`src/rtl/ultras_pkg.sv`:
```
// rtl/ultras_pkg.sv - shared state type, default timing constants and helpers for the ultrasonic scheduler
package ultras_pkg;

    localparam int ULTRAS_CNT_W        = 21;
    localparam int ULTRAS_TRIG_CYCLES  = 500;
    localparam int ULTRAS_ECHO_TIMEOUT = 1_200_000;
    localparam int ULTRAS_GAP_CYCLES   = 3_000_000;

    typedef enum logic [2:0] {
        IDLE,
        TRIG,
        WAIT_RISE,
        MEASURE,
        DONE,
        GAP
    } ultras_state_t;

    function automatic int ultras_max(input int a, input int b);
        return (a > b) ? a : b;
    endfunction

    function automatic int ultras_sel_w(input int n);
        return (n > 1) ? $clog2(n) : 1;
    endfunction

endpackage

```
`src/rtl/ultras_echo_sync.sv`:
```
// rtl/ultras_echo_sync.sv - echo sampling and rise detection; 2-flop synchronizer only with ULTRAS_ECHO_SYNC_EN
module ultras_echo_sync #(
    parameter int N     = 3,
    parameter int SEL_W = 2
) (
    input  logic             clk,
    input  logic             rst,
    input  logic [N-1:0]     echo,
    input  logic [SEL_W-1:0] sel,
    output logic             level,
    output logic             rise
);

    logic [N-1:0] sampled;
    logic [N-1:0] prev;

`ifdef ULTRAS_ECHO_SYNC_EN
    logic [N-1:0] meta;
    logic [N-1:0] stable;

    // Two-flop synchronizer per echo bit for pins asynchronous to clk
    always_ff @(posedge clk or posedge rst) begin
        if (rst) begin
            meta   <= '0;
            stable <= '0;
        end else begin
            meta   <= echo;
            stable <= meta;
        end
    end

    assign sampled = stable;
`else
    assign sampled = echo;
`endif

    // Previous sample of every channel, so a freshly selected channel already has history
    always_ff @(posedge clk or posedge rst) begin
        if (rst) begin
            prev <= '0;
        end else begin
            prev <= sampled;
        end
    end

    assign level = sampled[sel];
    assign rise  = sampled[sel] & ~prev[sel];

endmodule

```
`src/rtl/ultras_scheduler.sv`:
```
// rtl/ultras_scheduler.sv - round-robin ultrasonic trigger/echo sequencer; optional ULTRAS_ECHO_SYNC_EN
module ultras_scheduler
    import ultras_pkg::*;
#(
    parameter int N_SENSORS    = 3,
    parameter int CNT_W        = ULTRAS_CNT_W,
    parameter int TRIG_CYCLES  = ULTRAS_TRIG_CYCLES,
    parameter int ECHO_TIMEOUT = ULTRAS_ECHO_TIMEOUT,
    parameter int GAP_CYCLES   = ULTRAS_GAP_CYCLES,
    localparam int SEL_W       = ultras_sel_w(N_SENSORS)
) (
    input  logic                 clk,
    input  logic                 rst,
    input  logic                 enable,
    input  logic [N_SENSORS-1:0] echo,
    output logic [N_SENSORS-1:0] trig,
    output logic                 busy,
    output logic                 result_valid,
    output logic [SEL_W-1:0]     result_sensor,
    output logic [CNT_W-1:0]     result_width,
    output logic                 result_timeout
);

    // The phase counter is widened beyond CNT_W when needed so the default gap length fits
    localparam int PHASE_W = ultras_max(CNT_W,
                             ultras_max($clog2(GAP_CYCLES + 1),
                             ultras_max($clog2(ECHO_TIMEOUT + 1), $clog2(TRIG_CYCLES + 1))));

    localparam logic [PHASE_W-1:0] TRIG_LAST = PHASE_W'(TRIG_CYCLES - 1);
    localparam logic [PHASE_W-1:0] TO_LAST   = PHASE_W'(ECHO_TIMEOUT - 1);
    localparam logic [PHASE_W-1:0] GAP_LAST  = PHASE_W'(GAP_CYCLES - 1);
    localparam logic [SEL_W-1:0]   SEL_LAST  = SEL_W'(N_SENSORS - 1);

    ultras_state_t      state;
    logic [SEL_W-1:0]   sel;
    logic [SEL_W-1:0]   sel_next;
    logic [PHASE_W-1:0] cnt;
    logic [CNT_W-1:0]   width;
    logic [CNT_W-1:0]   width_inc;
    logic               echo_level;
    logic               echo_rise;

    function automatic logic [N_SENSORS-1:0] onehot(input logic [SEL_W-1:0] s);
        logic [N_SENSORS-1:0] v;
        v    = '0;
        v[s] = 1'b1;
        return v;
    endfunction

    ultras_echo_sync #(
        .N     (N_SENSORS),
        .SEL_W (SEL_W)
    ) u_echo_sync (
        .clk   (clk),
        .rst   (rst),
        .echo  (echo),
        .sel   (sel),
        .level (echo_level),
        .rise  (echo_rise)
    );

    assign sel_next  = (sel == SEL_LAST) ? '0 : sel + 1'b1;
    assign width_inc = (&width) ? width : width + 1'b1;
    assign busy      = (state != IDLE);

    // Measurement FSM with the shared phase counter and all registered outputs
    always_ff @(posedge clk or posedge rst) begin
        if (rst) begin
            state          <= IDLE;
            sel            <= '0;
            cnt            <= '0;
            width          <= '0;
            trig           <= '0;
            result_valid   <= 1'b0;
            result_sensor  <= '0;
            result_width   <= '0;
            result_timeout <= 1'b0;
        end else begin
            result_valid <= 1'b0;
            case (state)
                IDLE: begin
                    if (enable) begin
                        state <= TRIG;
                        trig  <= onehot(sel);
                        cnt   <= '0;
                    end
                end
                TRIG: begin
                    if (cnt == TRIG_LAST) begin
                        state <= WAIT_RISE;
                        trig  <= '0;
                        cnt   <= '0;
                        width <= '0;
                    end else begin
                        cnt <= cnt + 1'b1;
                    end
                end
                WAIT_RISE: begin
                    cnt <= cnt + 1'b1;
                    if (cnt == TO_LAST) begin
                        state          <= DONE;
                        result_valid   <= 1'b1;
                        result_sensor  <= sel;
                        result_width   <= width;
                        result_timeout <= 1'b1;
                    end else if (echo_rise) begin
                        state <= MEASURE;
                        width <= CNT_W'(1);
                    end
                end
                MEASURE: begin
                    cnt <= cnt + 1'b1;
                    if (!echo_level) begin
                        state          <= DONE;
                        result_valid   <= 1'b1;
                        result_sensor  <= sel;
                        result_width   <= width;
                        result_timeout <= 1'b0;
                    end else if (cnt == TO_LAST) begin
                        state          <= DONE;
                        result_valid   <= 1'b1;
                        result_sensor  <= sel;
                        result_width   <= width_inc;
                        result_timeout <= 1'b1;
                    end else begin
                        width <= width_inc;
                    end
                end
                DONE: begin
                    state <= GAP;
                    cnt   <= '0;
                end
                GAP: begin
                    if (cnt == GAP_LAST) begin
                        sel <= sel_next;
                        cnt <= '0;
                        if (enable) begin
                            state <= TRIG;
                            trig  <= onehot(sel_next);
                        end else begin
                            state <= IDLE;
                        end
                    end else begin
                        cnt <= cnt + 1'b1;
                    end
                end
                default: begin
                    state <= IDLE;
                    trig  <= '0;
                end
            endcase
        end
    end

endmodule

```
`config.mk`:
```
export PLATFORM = sky130hd
export DESIGN_NAME = ultras_scheduler
export DESIGN_NICKNAME = d
export VERILOG_FILES = /design/src/rtl/ultras_pkg.sv /design/src/rtl/ultras_echo_sync.sv /design/src/rtl/ultras_scheduler.sv
export SDC_FILE = /design/constraint.sdc
export NUM_CORES = 1
export LEC_CHECK = 0
export ABC_AREA = 0
export CORE_MARGIN = 3
export CORE_UTILIZATION = 45
export CTS_BUF_LIST = sky130_fd_sc_hd__clkbuf_2 sky130_fd_sc_hd__clkbuf_4 sky130_fd_sc_hd__clkbuf_8
export DETAILED_ROUTE_END_ITERATION = 12
export PLACE_DENSITY = 0.6
export SLEW_MARGIN = 5
export SYNTH_ARGS = -nofsm -noshare
export SYNTH_HDL_FRONTEND = slang
export SYNTH_HIERARCHICAL = 1
export SYNTH_SLANG_ARGS = --single-unit
```
`constraint.sdc`:
```
create_clock -name clk -period 3.8 [get_ports clk]
set_clock_uncertainty 0.05 [all_clocks]
set_input_delay 0.57 -clock clk [delete_from_list [all_inputs] [get_ports clk]]
set_output_delay 0.57 -clock clk [all_outputs]
set_load 0.005 [all_outputs]
```
==> flow_metrics.env, run 1 <==
export IMPL_io_buffers=34
export IMPL_vias=3588
export IMPL_vdd_drop_max_mv=0.196
export IMPL_start_util=0.476
export IMPL_ys_seq_elements=79
export IMPL_drive_above_1_share=0.0824
export IMPL_rsz0062_at_grt="false"
export IMPL_area_growth_pct=17.1
export IMPL_finalWeightedCongestion=0.910
export IMPL_startpoint_type="register"
export IMPL_dr_pass1_iters=5
export IMPL_outcome="complete, no violations"
export IMPL_fin_tns_setup_ps=0
export IMPL_nets=513
export IMPL_cts_path_max_buffers=2
export IMPL_seqPwrFrac=0.400
export IMPL_synthCells=470
export IMPL_finalInstanceArea_sq_um=4980
export IMPL_worstPathRequired_ps=3990
export IMPL_wl_per_cell_um=16.8
export IMPL_cts_tree="built"
export IMPL_crit_chain="or4_1 -> or4_1 -> o31a_1 -> or2_1 -> a21oi_2 -> mux2_2"
export IMPL_avgSynthCellArea_sq_um=9.05
export IMPL_max_cap_violations=0
export IMPL_multi_input_area_sq_um=2150
export IMPL_ys_warnings_count=6
export IMPL_synth_distinct_cells=54
export IMPL_cp_endpoint="trig[1]"
export IMPL_r2r_slack_ps=890
export IMPL_crit_start="cnt[18]"
export IMPL_grt_max_degree=41
export IMPL_drc=0
export IMPL_clk_pin_slew_ps=90
export IMPL_die_area_sq_um=10700
export IMPL_ys_flop_type="dfrtp_1"
export IMPL_cts_root_buf="clkbuf_8"
export IMPL_fmax_mhz=344
export IMPL_placed_area_sq_um=4750
export IMPL_cts_inserted_buffers=9
export IMPL_crit_arrival_ps=3100
export IMPL_antenna_cells=0
export IMPL_maxSlewViolCount=0
export IMPL_seq_area_frac_synth=0.465
export IMPL_power_internal_mw=1.71
export IMPL_final_util=0.558
export IMPL_stdcell_count=618
export IMPL_crit_type="reg2reg"
export IMPL_yosysMostFrequentCell="dfrtp_1"
export IMPL_ant_nets=0
export IMPL_drt_iter0_markers=225
export IMPL_r2r_end="trig[1]"
export IMPL_post_cts_buffers=0
export IMPL_reg2reg_from="cnt[18]"
export IMPL_grtUsageTotal=0.207
export IMPL_routed_wl_mm=10.4
export IMPL_syn_num_nets=478
export IMPL_clkPwrFrac=0.283
export IMPL_max_stage_delay_ps=550
export IMPL_worst_path_most_repeated_cell="or4_1"
export IMPL_combPwrFrac=0.317
export IMPL_cts_sinks=79
export IMPL_relSlewSlack=0.397
export IMPL_dp_hpwl_mm=7.14
export IMPL_via_per_inst=5.81
export IMPL_synthArstFlopShare=1.00
export IMPL_num_fill_cells=820
export IMPL_tightest_slew_ps=896
export IMPL_dieWidth_um=103
export IMPL_end_kind="register"
export IMPL_regArea_sq_um=1980
export IMPL_synth_edf_count=0
export IMPL_row_count=34
export IMPL_switchingPower_mw=0.899
export IMPL_finalSetupViolCount=0
export IMPL_postCtsHoldBufs=0
export IMPL_fp_dieH_um=103
export IMPL_io_pins=35
export IMPL_critPathMaxFanout=7
export IMPL_critical_path_slowest_cell="or4_1"
export IMPL_synth_top_cell_by_area="dfrtp_1"
export IMPL_r2r_worst_path_cells=6
export IMPL_grt_pass1_vias=3342
export IMPL_swShare=0.344
export IMPL_finalHoldViolations=0
export IMPL_holdWs_ps=378
export IMPL_overflow=0
export IMPL_grt_first_pass_wirelength_mm=17.2
export IMPL_h_tree_depth=3
export IMPL_dp_cells=602
export IMPL_grt_antenna_before_repair=0
export IMPL_min_period_ps=2910
export IMPL_post_cts_resized=0
export IMPL_netlist_area_leader_share=0.465
export IMPL_hold_path_class="in2async"
export IMPL_core_area_sq_um=8930
export IMPL_synthesis_area_sq_um=4250
export IMPL_p_per_area_nw_per_um2=525
export IMPL_ys_top_cells_by_count="dfrtp_1 (79), nand2_1 (58), nor2_1 (44), o21ai_0 (33), a21oi_1 (27)"
export IMPL_min_period_over_period=0.766
export IMPL_clock_latency_ps=350
export IMPL_leakagePower_nw=2.13
export IMPL_synthTopCellsByArea="dfrtp_1 (46%), nand2_1 (5.1%), nor2_1 (3.9%)"
[worst max-delay path, delay by kind of cell, from the launching register on]
kind	cells	cell delay [ps]
AOI/OAI and AO/OA	2	580
and+or+nand+nor	3	1380
muxes	1	350
DFF	1	430
[state kept, by name (all words and copies together), names as in the netlist]
register,cells
cnt,22
result_width,21
width,21
state,3
trig,3
u_echo_sync/prev,3
result_sensor,2
sel,2
result_timeout,1
result_valid,1
[per-layer routing]
metal,share of wire,vias up,routed length [um],track usage
met5,0,-,0,0
met4,0.012,0,123,0.0498
met3,0.059,12,611,0.0449
met2,0.42,110,4350,0.280
met1,0.51,1696,5330,0.332
li1,-,1770,-,-
[stage by stage]
stage	worst slack (ps)	total power, mW
after floorplan	1030	1.57
after global placement	676	1.88
after detailed placement	589	1.89
after CTS	880	2.64
after global routing	724	2.78
final	890	2.61
[cells by family (layout without fill, tap and decap cells)]
group	Yosys count	count (layout)	share of synthesized area
and+or+nand+nor	203	203	0.238
AOI/OAI and AO/OA	108	108	0.160
DFF	79	79	0.465
buffers and inverters	33	73	0.0318
xor gates and xnor gates	31	31	0.0638
muxes	13	13	0.0332
adders and majority gates	3	3	0.00824
[final cells by class]
cell class | count | area share
multi-input combinational | 358 | 0.432
tap | 108 | 0.0271
sequential | 79 | 0.397
inverter | 11 | 0.00829
clock inverter | 4 | 0.0153
clock buffer | 12 | 0.0319
timing repair buffer | 46 | 0.0889
[power by group through the flow]
stage | Sequential [mW] | Clock (mW) | Combinational, mW
2_1_floorplan | 1.02 | 0 | 0.555
6_report | 1.05 | 0.739 | 0.829
3_5_place_dp | 1.06 | 0 | 0.832
4_1_cts | 1.05 | 0.758 | 0.834
5_1_grt | 1.06 | 0.795 | 0.924
3_3_place_gp | 1.06 | 0 | 0.819
[cell usage in the layout, fill, tap and decap left out, types with 6 or more instances in the layout]
master           count
nor4_1               6
a21oi_1             27
buf_4               11
and4_1               7
a31oi_1             10
nand3_1             20
nand4_1             14
and3_1              15
xnor2_1             13
nor2_1              44
xor2_1              18
clkbuf_8            11
dfrtp_1             79
nor3_1              12
inv_1               10
nand2_1             58
mux2_2               9
o21ai_0             32
clkdlybuf4s50_1     34
[worst min-delay path by stage]
stage	cells past startpoint	endpoint	slack, ps
floorplan	1	u_echo_sync/prev[0]	270
global placement	2	result_width[18]	410
detailed placement	2	result_sensor[0]	410
CTS	2	u_echo_sync/prev[0]	370
global route	2	u_echo_sync/prev[0]	390
finish	2	u_echo_sync/prev[1]	380
Power figures use the tool's default switching activity.
==> inputs of run 2 (changes only) <==
--- a/config.mk
+++ b/config.mk
@@ -10,7 +10,7 @@
 export CORE_UTILIZATION = 45
 export CTS_BUF_LIST = sky130_fd_sc_hd__clkbuf_2 sky130_fd_sc_hd__clkbuf_4 sky130_fd_sc_hd__clkbuf_8
 export DETAILED_ROUTE_END_ITERATION = 12
-export PLACE_DENSITY = 0.6
+export PLACE_DENSITY = 0.63
 export SLEW_MARGIN = 5
 export SYNTH_ARGS = -nofsm -noshare
 export SYNTH_HDL_FRONTEND = slang
==> constraint.sdc (replaced) <==
create_clock -name clk -period 2.55 [get_ports clk]
set_clock_uncertainty 0.05 [all_clocks]
set_input_delay 0.3825 -clock clk [delete_from_list [all_inputs] [get_ports clk]]
set_output_delay 0.3825 -clock clk [all_outputs]
set_load 0.005 [all_outputs]
==> flow_metrics.env, run 2 (same netlist as run 1, synthesis figures left out) <==
export IMPL_finalWeightedCongestion=0.874
export IMPL_reg_largest_list="cnt: 22 flops, result_width: 21 flops, width: 21 flops"
export IMPL_placed_area_sq_um=5070
export IMPL_crit_arrival_ps=2850
export IMPL_cts_path_max_buffers=2
export IMPL_die_area_sq_um=10700
export IMPL_fmax_mhz=373
export IMPL_grt_first_pass_wirelength_mm=18.2
export IMPL_vdd_drop_max_mv=0.420
export IMPL_maxSlewViolCount=0
export IMPL_vias=3826
export IMPL_p_per_area_nw_per_um2=771
export IMPL_r2r_worst_path_cells=8
export IMPL_cts_sinks=79
export IMPL_cts_tree="built"
export IMPL_row_count=34
export IMPL_tightest_slew_ps=813
export IMPL_dieWidth_um=103
export IMPL_dr_pass1_iters=5
export IMPL_finalHoldViolations=0
export IMPL_finalInstanceArea_sq_um=5450
export IMPL_postCtsHoldBufs=0
export IMPL_cts_inserted_buffers=9
export IMPL_overflow=0
export IMPL_min_period_over_period=1.05
export IMPL_routed_wl_mm=11.2
export IMPL_hold_path_class="in2async"
export IMPL_top_register="cnt"
export IMPL_drive_above_1_share=0.202
export IMPL_area_growth_pct=28.2
export IMPL_fp_dieH_um=103
export IMPL_dp_cells=638
export IMPL_relSlewSlack=0.454
export IMPL_layout_setup_ws_ps=-129
export IMPL_h_tree_depth=3
export IMPL_grt_max_degree=46
export IMPL_wl_per_cell_um=17.0
export IMPL_critPathMaxFanout=18
export IMPL_core_area_sq_um=8930
export IMPL_fin_tns_setup_ps=-2640
export IMPL_nets=554
export IMPL_violations="negative setup slack"
export IMPL_end_kind="register"
export IMPL_worstPathRequired_ps=2730
export IMPL_max_cap_violations=0
export IMPL_antenna_cells=0
export IMPL_total_power_mw=4.20
export IMPL_min_period_ps=2680
export IMPL_final_common_cell="dfrtp_1"
export IMPL_holdWs_ps=187
export IMPL_cts_root_buf="clkbuf_8"
export IMPL_dp_slack_ps=-189
export IMPL_dp_hpwl_mm=7.78
export IMPL_io_pins=35
export IMPL_largest_register_ffs=22
export IMPL_rsz0062_at_grt="true"
export IMPL_via_per_inst=5.82
export IMPL_final_cell_mix="dfrtp_1 (79), nand2_1 (56), buf_4 (43)"
export IMPL_drt_iter0_markers=283
export IMPL_grtUsageTotal=0.217
export IMPL_ant_nets=0
export IMPL_io_buffers=34
export IMPL_clk_pin_slew_ps=80
export IMPL_leakagePower_nw=2.35
export IMPL_drc=0
export IMPL_start_util=0.476
export IMPL_final_util=0.610
export IMPL_stdcell_count=657
export IMPL_finalSetupViolCount=42
export IMPL_startpoint_type="register"
export IMPL_grt_pass1_vias=3628
export IMPL_crit_type="reg2reg"
export IMPL_clock_latency_ps=350
export IMPL_outcome="finished, violations left"
export IMPL_grt_antenna_before_repair=0
-- run 2: cell types whose count changed in the layout (fill, tap and decap cells not counted), moves of 4 or more --
cell,delta
buf_4,+32
o21ai_0,-11
o21ai_2,+4
o21ai_1,+7
a21oi_1,-5
a21oi_2,+4
buf_6,+7
-- run 2: cell type report --
class / instances / area, sq um
multi-input combinational: 358 / 2310
inverter: 11 / 41.3
fill: 767 / 3480
clock buffer: 10 / 138
tap: 108 / 135
timing repair buffer: 87 / 797
clock inverter: 4 / 47.5
sequential: 79 / 1980
-- run 2: critical path: stages (launching register included) --
cell,delay (ps)
dfrtp_1,380
or4_4,540
or4_4,490
o31a_1,280
buf_6,130
a211o_1,260
buf_12,170
o21ai_1,160
o31ai_2,90
-- run 2: repair_timing --
item / in CTS / in global routing
gates cloned: 1 / 0
endpoints found under the hold margin: 0 / 0
resized for setup: 26 / 23
endpoints found under the setup margin: 53 / 57
pin swaps: 10 / 2
setup buffers: 4 / 3
-- run 2: final timing paths --
kind | startpoint | endpoint | slack, ps
worst min-delay path | rst | u_echo_sync/prev[0] | 190
worst min register to register | result_width[10] | result_width[10] | 430
worst max register to register | cnt[11] | width[15] | -130
min in group clk | result_width[10] | result_width[10] | 430
worst max-delay path | cnt[11] | width[15] | -130
max in group asynchronous | rst | result_width[16] | 1540
-- run 2: power breakdown --
| part | switching, mW | total, mW | internal [mW] |
|---|---|---|---|
| Sequential | 0.155 | 1.55 | 1.40 |
| Clock | 0.455 | 0.921 | 0.465 |
| Combinational | 0.884 | 1.73 | 0.850 |
-- run 2: metal layers --
metal	wire, um	vias to the layer above	share of wire	track usage
li1	-	1855	-	-
met1	5510	1839	0.49	0.330
met2	4960	121	0.44	0.327
met3	613	11	0.055	0.0295
met4	114	0	0.010	0.0578
met5	0	-	0	0
